===== src/rtl/uart_instr_assembler.sv =====
// uart_instr_assembler
//   Receives 8N1 UART bytes and packs every four accepted bytes, little-endian,
//   into a 32-bit instruction word. The word is delivered with a one-cycle
//   strobe once the consumer is not busy.
//
// Ports
//   clk12           in   system clock, all state on rising edge
//   rst             in   asynchronous active-high reset
//   rx              in   asynchronous UART line, idle high
//   busy            in   consumer cannot accept a word this cycle
//   instruction     out  last delivered word (valid in the strobe cycle)
//   instruction_rcv out  one-cycle delivery strobe
//   frame_err       out  sticky, a stop bit was sampled low
//   overrun         out  sticky, a completed word was dropped while one was pending
//
// Byte FSM
//   state | meaning
//   IDLE  | line idle, waiting for synchronized rx low
//   START | half-bit wait, then confirm the start bit is still low
//   DATA  | sample 8 data bits, LSB first, one bit period apart
//   STOP  | sample the stop bit, accept or reject the byte
module uart_instr_assembler #(
  parameter int CLKS_PER_BIT = 104,
  parameter int TIMEOUT_CLKS = 12000
) (
  input  logic        clk12,
  input  logic        rst,
  input  logic        rx,
  input  logic        busy,
  output logic [31:0] instruction,
  output logic        instruction_rcv,
  output logic        frame_err,
  output logic        overrun
);

  localparam int BCW = $clog2(CLKS_PER_BIT + 1);
  localparam int TCW = $clog2(TIMEOUT_CLKS + 1);
  localparam logic [BCW-1:0] BIT_LOAD  = BCW'(CLKS_PER_BIT - 1);
  localparam logic [BCW-1:0] HALF_LOAD = BCW'((CLKS_PER_BIT / 2) - 1);
  localparam logic [TCW-1:0] TO_LAST   = TCW'(TIMEOUT_CLKS - 1);

  typedef enum logic [1:0] {IDLE, START, DATA, STOP} state_t;

  state_t           state_q, state_d;
  logic             rx_meta_q, rx_sync_q;
  logic [BCW-1:0]   bit_cnt_q, bit_cnt_d;
  logic [2:0]       bit_idx_q, bit_idx_d;
  logic [7:0]       shift_q, shift_d;
  logic [1:0]       byte_idx_q, byte_idx_d;
  logic [23:0]      word_q, word_d;
  logic             pend_q, pend_d;
  logic [31:0]      pend_word_q, pend_word_d;
  logic [31:0]      instr_q, instr_d;
  logic             frame_err_q, frame_err_d;
  logic             overrun_q, overrun_d;
  logic [TCW-1:0]   to_cnt_q, to_cnt_d;
  logic             deliver;
  logic             byte_ok;
  logic             byte_bad;

  // Synchronizer idles high so reset never looks like a start bit.
  always_ff @(posedge clk12 or posedge rst) begin
    if (rst) begin
      rx_meta_q <= 1'b1;
      rx_sync_q <= 1'b1;
    end else begin
      rx_meta_q <= rx;
      rx_sync_q <= rx_meta_q;
    end
  end

  always_ff @(posedge clk12 or posedge rst) begin
    if (rst) begin
      state_q     <= IDLE;
      bit_cnt_q   <= '0;
      bit_idx_q   <= '0;
      shift_q     <= '0;
      byte_idx_q  <= '0;
      word_q      <= '0;
      pend_q      <= 1'b0;
      pend_word_q <= '0;
      instr_q     <= '0;
      frame_err_q <= 1'b0;
      overrun_q   <= 1'b0;
      to_cnt_q    <= '0;
    end else begin
      state_q     <= state_d;
      bit_cnt_q   <= bit_cnt_d;
      bit_idx_q   <= bit_idx_d;
      shift_q     <= shift_d;
      byte_idx_q  <= byte_idx_d;
      word_q      <= word_d;
      pend_q      <= pend_d;
      pend_word_q <= pend_word_d;
      instr_q     <= instr_d;
      frame_err_q <= frame_err_d;
      overrun_q   <= overrun_d;
      to_cnt_q    <= to_cnt_d;
    end
  end

  assign deliver = pend_q & ~busy;

  always_comb begin
    state_d     = state_q;
    bit_cnt_d   = bit_cnt_q;
    bit_idx_d   = bit_idx_q;
    shift_d     = shift_q;
    byte_idx_d  = byte_idx_q;
    word_d      = word_q;
    pend_d      = pend_q;
    pend_word_d = pend_word_q;
    instr_d     = instr_q;
    frame_err_d = frame_err_q;
    overrun_d   = overrun_q;
    to_cnt_d    = to_cnt_q;
    byte_ok     = 1'b0;
    byte_bad    = 1'b0;

    unique case (state_q)
      IDLE: begin
        if (!rx_sync_q) begin
          state_d   = START;
          bit_cnt_d = HALF_LOAD;
          to_cnt_d  = '0;
        end
      end
      START: begin
        if (bit_cnt_q == '0) begin
          if (!rx_sync_q) begin
            state_d   = DATA;
            bit_cnt_d = BIT_LOAD;
            bit_idx_d = '0;
          end else begin
            state_d = IDLE;
          end
        end else begin
          bit_cnt_d = bit_cnt_q - 1'b1;
        end
      end
      DATA: begin
        if (bit_cnt_q == '0) begin
          shift_d   = {rx_sync_q, shift_q[7:1]};
          bit_cnt_d = BIT_LOAD;
          bit_idx_d = bit_idx_q + 3'd1;
          if (bit_idx_q == 3'd7) begin
            state_d = STOP;
          end
        end else begin
          bit_cnt_d = bit_cnt_q - 1'b1;
        end
      end
      STOP: begin
        if (bit_cnt_q == '0) begin
          state_d  = IDLE;
          byte_ok  = rx_sync_q;
          byte_bad = ~rx_sync_q;
        end else begin
          bit_cnt_d = bit_cnt_q - 1'b1;
        end
      end
      default: state_d = IDLE;
    endcase

    if (deliver) begin
      pend_d  = 1'b0;
      instr_d = pend_word_q;
    end

    // A word completing while pend_q is set is dropped, so the set of pend_d
    // below can never collide with the clear on delivery above.
    if (byte_ok) begin
      unique case (byte_idx_q)
        2'd0: word_d[7:0]   = shift_q;
        2'd1: word_d[15:8]  = shift_q;
        2'd2: word_d[23:16] = shift_q;
        default: begin
          word_d = '0;
          if (pend_q) begin
            overrun_d = 1'b1;
          end else begin
            pend_d      = 1'b1;
            pend_word_d = {shift_q, word_q};
          end
        end
      endcase
      byte_idx_d = byte_idx_q + 2'd1;
    end

    if (byte_bad) begin
      frame_err_d = 1'b1;
      byte_idx_d  = '0;
      word_d      = '0;
    end

    // Partial-word timeout only counts idle line time between bytes; a start
    // bit in IDLE restarts it above.
    if (state_q == IDLE && byte_idx_q != 2'd0 && rx_sync_q) begin
      if (to_cnt_q == TO_LAST) begin
        to_cnt_d   = '0;
        byte_idx_d = '0;
        word_d     = '0;
      end else begin
        to_cnt_d = to_cnt_q + 1'b1;
      end
    end
  end

  // The word is exposed in the strobe cycle itself, before instr_q catches up.
  assign instruction_rcv = deliver;
  assign instruction     = deliver ? pend_word_q : instr_q;
  assign frame_err       = frame_err_q;
  assign overrun         = overrun_q;

endmodule

===== config.mk =====
export PLATFORM = sky130hd
export DESIGN_NAME = uart_instr_assembler
export DESIGN_NICKNAME = d
export VERILOG_FILES = /design/src/rtl/uart_instr_assembler.sv
export SDC_FILE = /design/constraint.sdc
export NUM_CORES = 1
export LEC_CHECK = 0
export ABC_AREA = 1
export ABC_CLOCK_PERIOD_IN_PS = 5870
export CAP_MARGIN = 25
export CORE_MARGIN = 4
export CORE_UTILIZATION = 46
export DETAILED_ROUTE_END_ITERATION = 16
export MAX_ROUTING_LAYER = met4
export PLACE_DENSITY = 0.74
export SYNTH_ARGS = -nofsm -noshare
export SYNTH_HDL_FRONTEND = slang
export SYNTH_SLANG_ARGS = --single-unit

===== constraint.sdc =====
create_clock -name clk12 -period 5.87 [get_ports clk12]
set_input_delay 1.761 -clock clk12 [delete_from_list [all_inputs] [get_ports clk12]]
set_output_delay 1.761 -clock clk12 [all_outputs]
set_load 0.01 [all_outputs]

==> run_results.csv <==
group,metric,value,unit
placed_design,dp_cells,964,
floorplan,die_y,123.3,um
placed_design,placed_cell_area,6645,sq um
routing,num_vias,5020,
floorplan,core_area,12820,sq um
logic_synthesis,synth_cell_type_count,29,
cts,post_cts_buffers,0,
cts,cts-buffers-inserted,17,
timing,slew_headroom,47.02,%
global_route,grt_max_degree,65,
floorplan,io_pins,39,
logic_synthesis,ys_ff_latch,129,
logic_synthesis,avgSynthCellArea,7.891,sq um
global_route,grt_pass1_vias,4749,
routing,drc_errors,0,
final_layout,antennaDiodeCount,0,
timing,fin_crit,5.302,ns
timing,max_freq,188.6,MHz
cts,clockBufferDepth,2,
timing,tns,0,ns
logic_synthesis,syn_area,6116,sq um
final_layout,area_delta_synth_final,18.25,%
placed_design,dp_hpwl,8966,um
worst_setup_path,crit_buf_inv,5,
timing,finalHoldViolCount,0,
floorplan,dieArea,15200,sq um
logic_synthesis,synth_nets,793,
placed_design,portBuffers,38,
worst_setup_path,crit_type,"input port to output port",
final_layout,stdcell_count,996,
timing,skew,0.008486,ns
logic_synthesis,syn_inst,775,
timing,final-setup-viol-count,0,
power,powerDensity,273.1,nW/um^2
floorplan,start_util,47.69,%
worst_setup_path,crit_chain,"clkdlybuf4s50_1 -> nor2_2 -> buf_4 -> inv_1 -> buf_4 -> nand2_1 -> nand2_1 -> clkdlybuf4s50_1",
routing,viasPerCell,5.040,
worst_setup_path,worstPathRequired,4.11,ns
final_layout,fill_cells,1187,
cts,cts-htree-levels,4,
routing,drt_iter0_markers,293,
power,vdd_ir_drop_max,217.4,uV
run_status,status,"finished clean",
worst_setup_path,crit_path_max_incr_delay,0.48,ns
final_layout,final_cell_area,7232,sq um
final_layout,multiInputGateArea,2539,sq um
final_layout,final_util,56.39,%
cts,ctsHoldBuffers,0,
global_route,globalRouteOverflowTotal,0,
timing,min_period_over_period,90.32,%
logic_synthesis,yosys_warnings,0,
worst_setup_path,crit_arrival,3.54,ns
cts,root_buffer,"clkbuf_16",
timing,worst_pin_slew,0.7946,ns
global_route,globalRouteTotalUtil,20.10,%
cts,post_cts_resize_count,0,
worst_setup_path,crit_fanout,18,
final_layout,seq_area,3231,sq um
placed_design,gp_congestion,0.9273,
timing,rsz0062_at_grt,"no",
routing,drt_wl_total,13410,um
worst_setup_path,cp_top_family,"buffers and inverters",
cts,clock-sinks,129,
cts,cts_tree,"yes",
worst_setup_path,crit_slowest_cell,"clkdlybuf4s50_1",
final_layout,drive_gt1_share,6.432,%
timing,report.final.slew_viol_count,0,
global_route,grt_first_pass_wirelength,23140,um
routing,wl_per_cell,13.47,um
global_route,antenna_found_initial,0,
routing,ant_nets,0,
floorplan,rows,41,
routing,drtPass1Iterations,5,
worst_hold_path,min_path_type,"flop to flop",
flow_run,maxCapViolations,0,
logic_synthesis,ys_seq_area_share,52.82,%
cts,clkLatencyLatePin,0.43,ns
worst_setup_path,endpoint_kind,"output port",
final_layout,fin_nets,829,
power,finalPower,1975,uW
cts,path_clk_slew,0.06,ns
power,p_leak,0.003592,uW
floorplan,die_x,123.3,um
worst_setup_path,start_kind,"input port",
[sequential cells by signal (all words and copies together), names as in the netlist, 2 cells and up, named ones only]
register	count
byte_idx_q	2
pend_word_q	32
word_q	24
bit_idx_q	3
bit_cnt_q	7
to_cnt_q	14
instr_q	32
shift_q	8
[cells by family (layout without fill, tap and decap cells)]
kind of cell | count (synthesis) | in the layout | share of synthesized area, %
DFF | 129 | 129 | 52.82
xor gates and xnor gates | 4 | 4 | 0.5728
AOI/OAI and AO/OA | 85 | 85 | 7.406
and+or+nand+nor | 456 | 456 | 30.63
buffers and inverters | 87 | 136 | 5.708
adders and majority gates | 14 | 14 | 2.864
[through the flow]
step	setup WS, ns	hold slack, ns
global placement	0.6416	0.3455
global route	0.4479	0.3594
floorplan	0.6713	0.3452
CTS	0.5630	0.3552
finish	0.5683	0.3565
detailed placement	0.6021	0.3469
[cell usage in the layout, fill, tap and decap left out, types with 8 or more instances in the layout]
cell / n
inv_1: 55
nor2_1: 60
o21ai_0: 37
a21oi_1: 24
dfrtp_1: 127
clkdlybuf4s50_1: 38
clkbuf_16: 17
o21ai_1: 10
nand3_1: 60
nand2_1: 313
ha_1: 14
buf_4: 8
o22ai_1: 8
[layout make-up]
class                      count  area share, %
clock buffer                  17          5.882
clock inverter                15          2.232
multi-input combinational    559          35.10
tap                          172          2.976
sequential                   129          44.67
inverter                      58          3.045
timing repair buffer          46          6.090
[layer usage]
metal | GRT usage (%) | up-vias | wire length, um | part of all wire, %
met5 | - | - | 0 | 0
met4 | 7.266 | 0 | 217 | 1.6
met3 | 5.764 | 20 | 779 | 5.8
met2 | 29.12 | 137 | 6015 | 45
met1 | 27.11 | 2322 | 6399 | 48
li1 | - | 2541 | - | -
[power breakdown]
group | switching, uW | internal (uW) | leakage, uW
sequential | 2.31 | 891 | 0.00178
combinational | 26.5 | 6.50 | 0.00153
clock | 419 | 629 | 0.000282
total | 448 | 1530 | 0.00359
[synth_stat cells (all sizes together)]
library cell  instances  area, sq um
o21ai                47        235.2
xor2                  4        35.03
a22oi                 1        7.510
o21bai                3        22.52
clkinv                2        7.510
inv                  56        210.2
o22ai                 8        50.05
nor2                 65        264.0
nor3                  4        31.28
a32o                  1        10.01
dfrtp               127         3178
ha                   14        175.2
dfstp                 2        52.55
a21oi                24        120.1
or2                   3        18.77
nand3                61        317.8
clkbuf               15        56.30
nand3b                3        22.52
a21o                  1        7.510
nand4                 7        43.79
buf                  14        75.07
nand2               313         1175
[path summary, 6_finish.rpt]
path / from / cells after the start / slack [ns] / end
max in group asynchronous: rst / 3 / 3.02 / rx_meta_q$_DFF_PP1_
max reg2reg: byte_idx_q[0]$_DFF_PP0_ / 7 / 2.94 / pend_word_q[5]$_DFFE_PP0P_
min: rx_meta_q$_DFF_PP1_ / 0 / 0.36 / rx_sync_q$_DFF_PP1_
max: busy / 8 / 0.57 / instruction[19]
min in group asynchronous: rst / 2 / 1.84 / instr_q[28]$_DFF_PP0_
min reg2reg: rx_meta_q$_DFF_PP1_ / 0 / 0.36 / rx_sync_q$_DFF_PP1_
No activity file was read; power rests on OpenSTA's default activity.
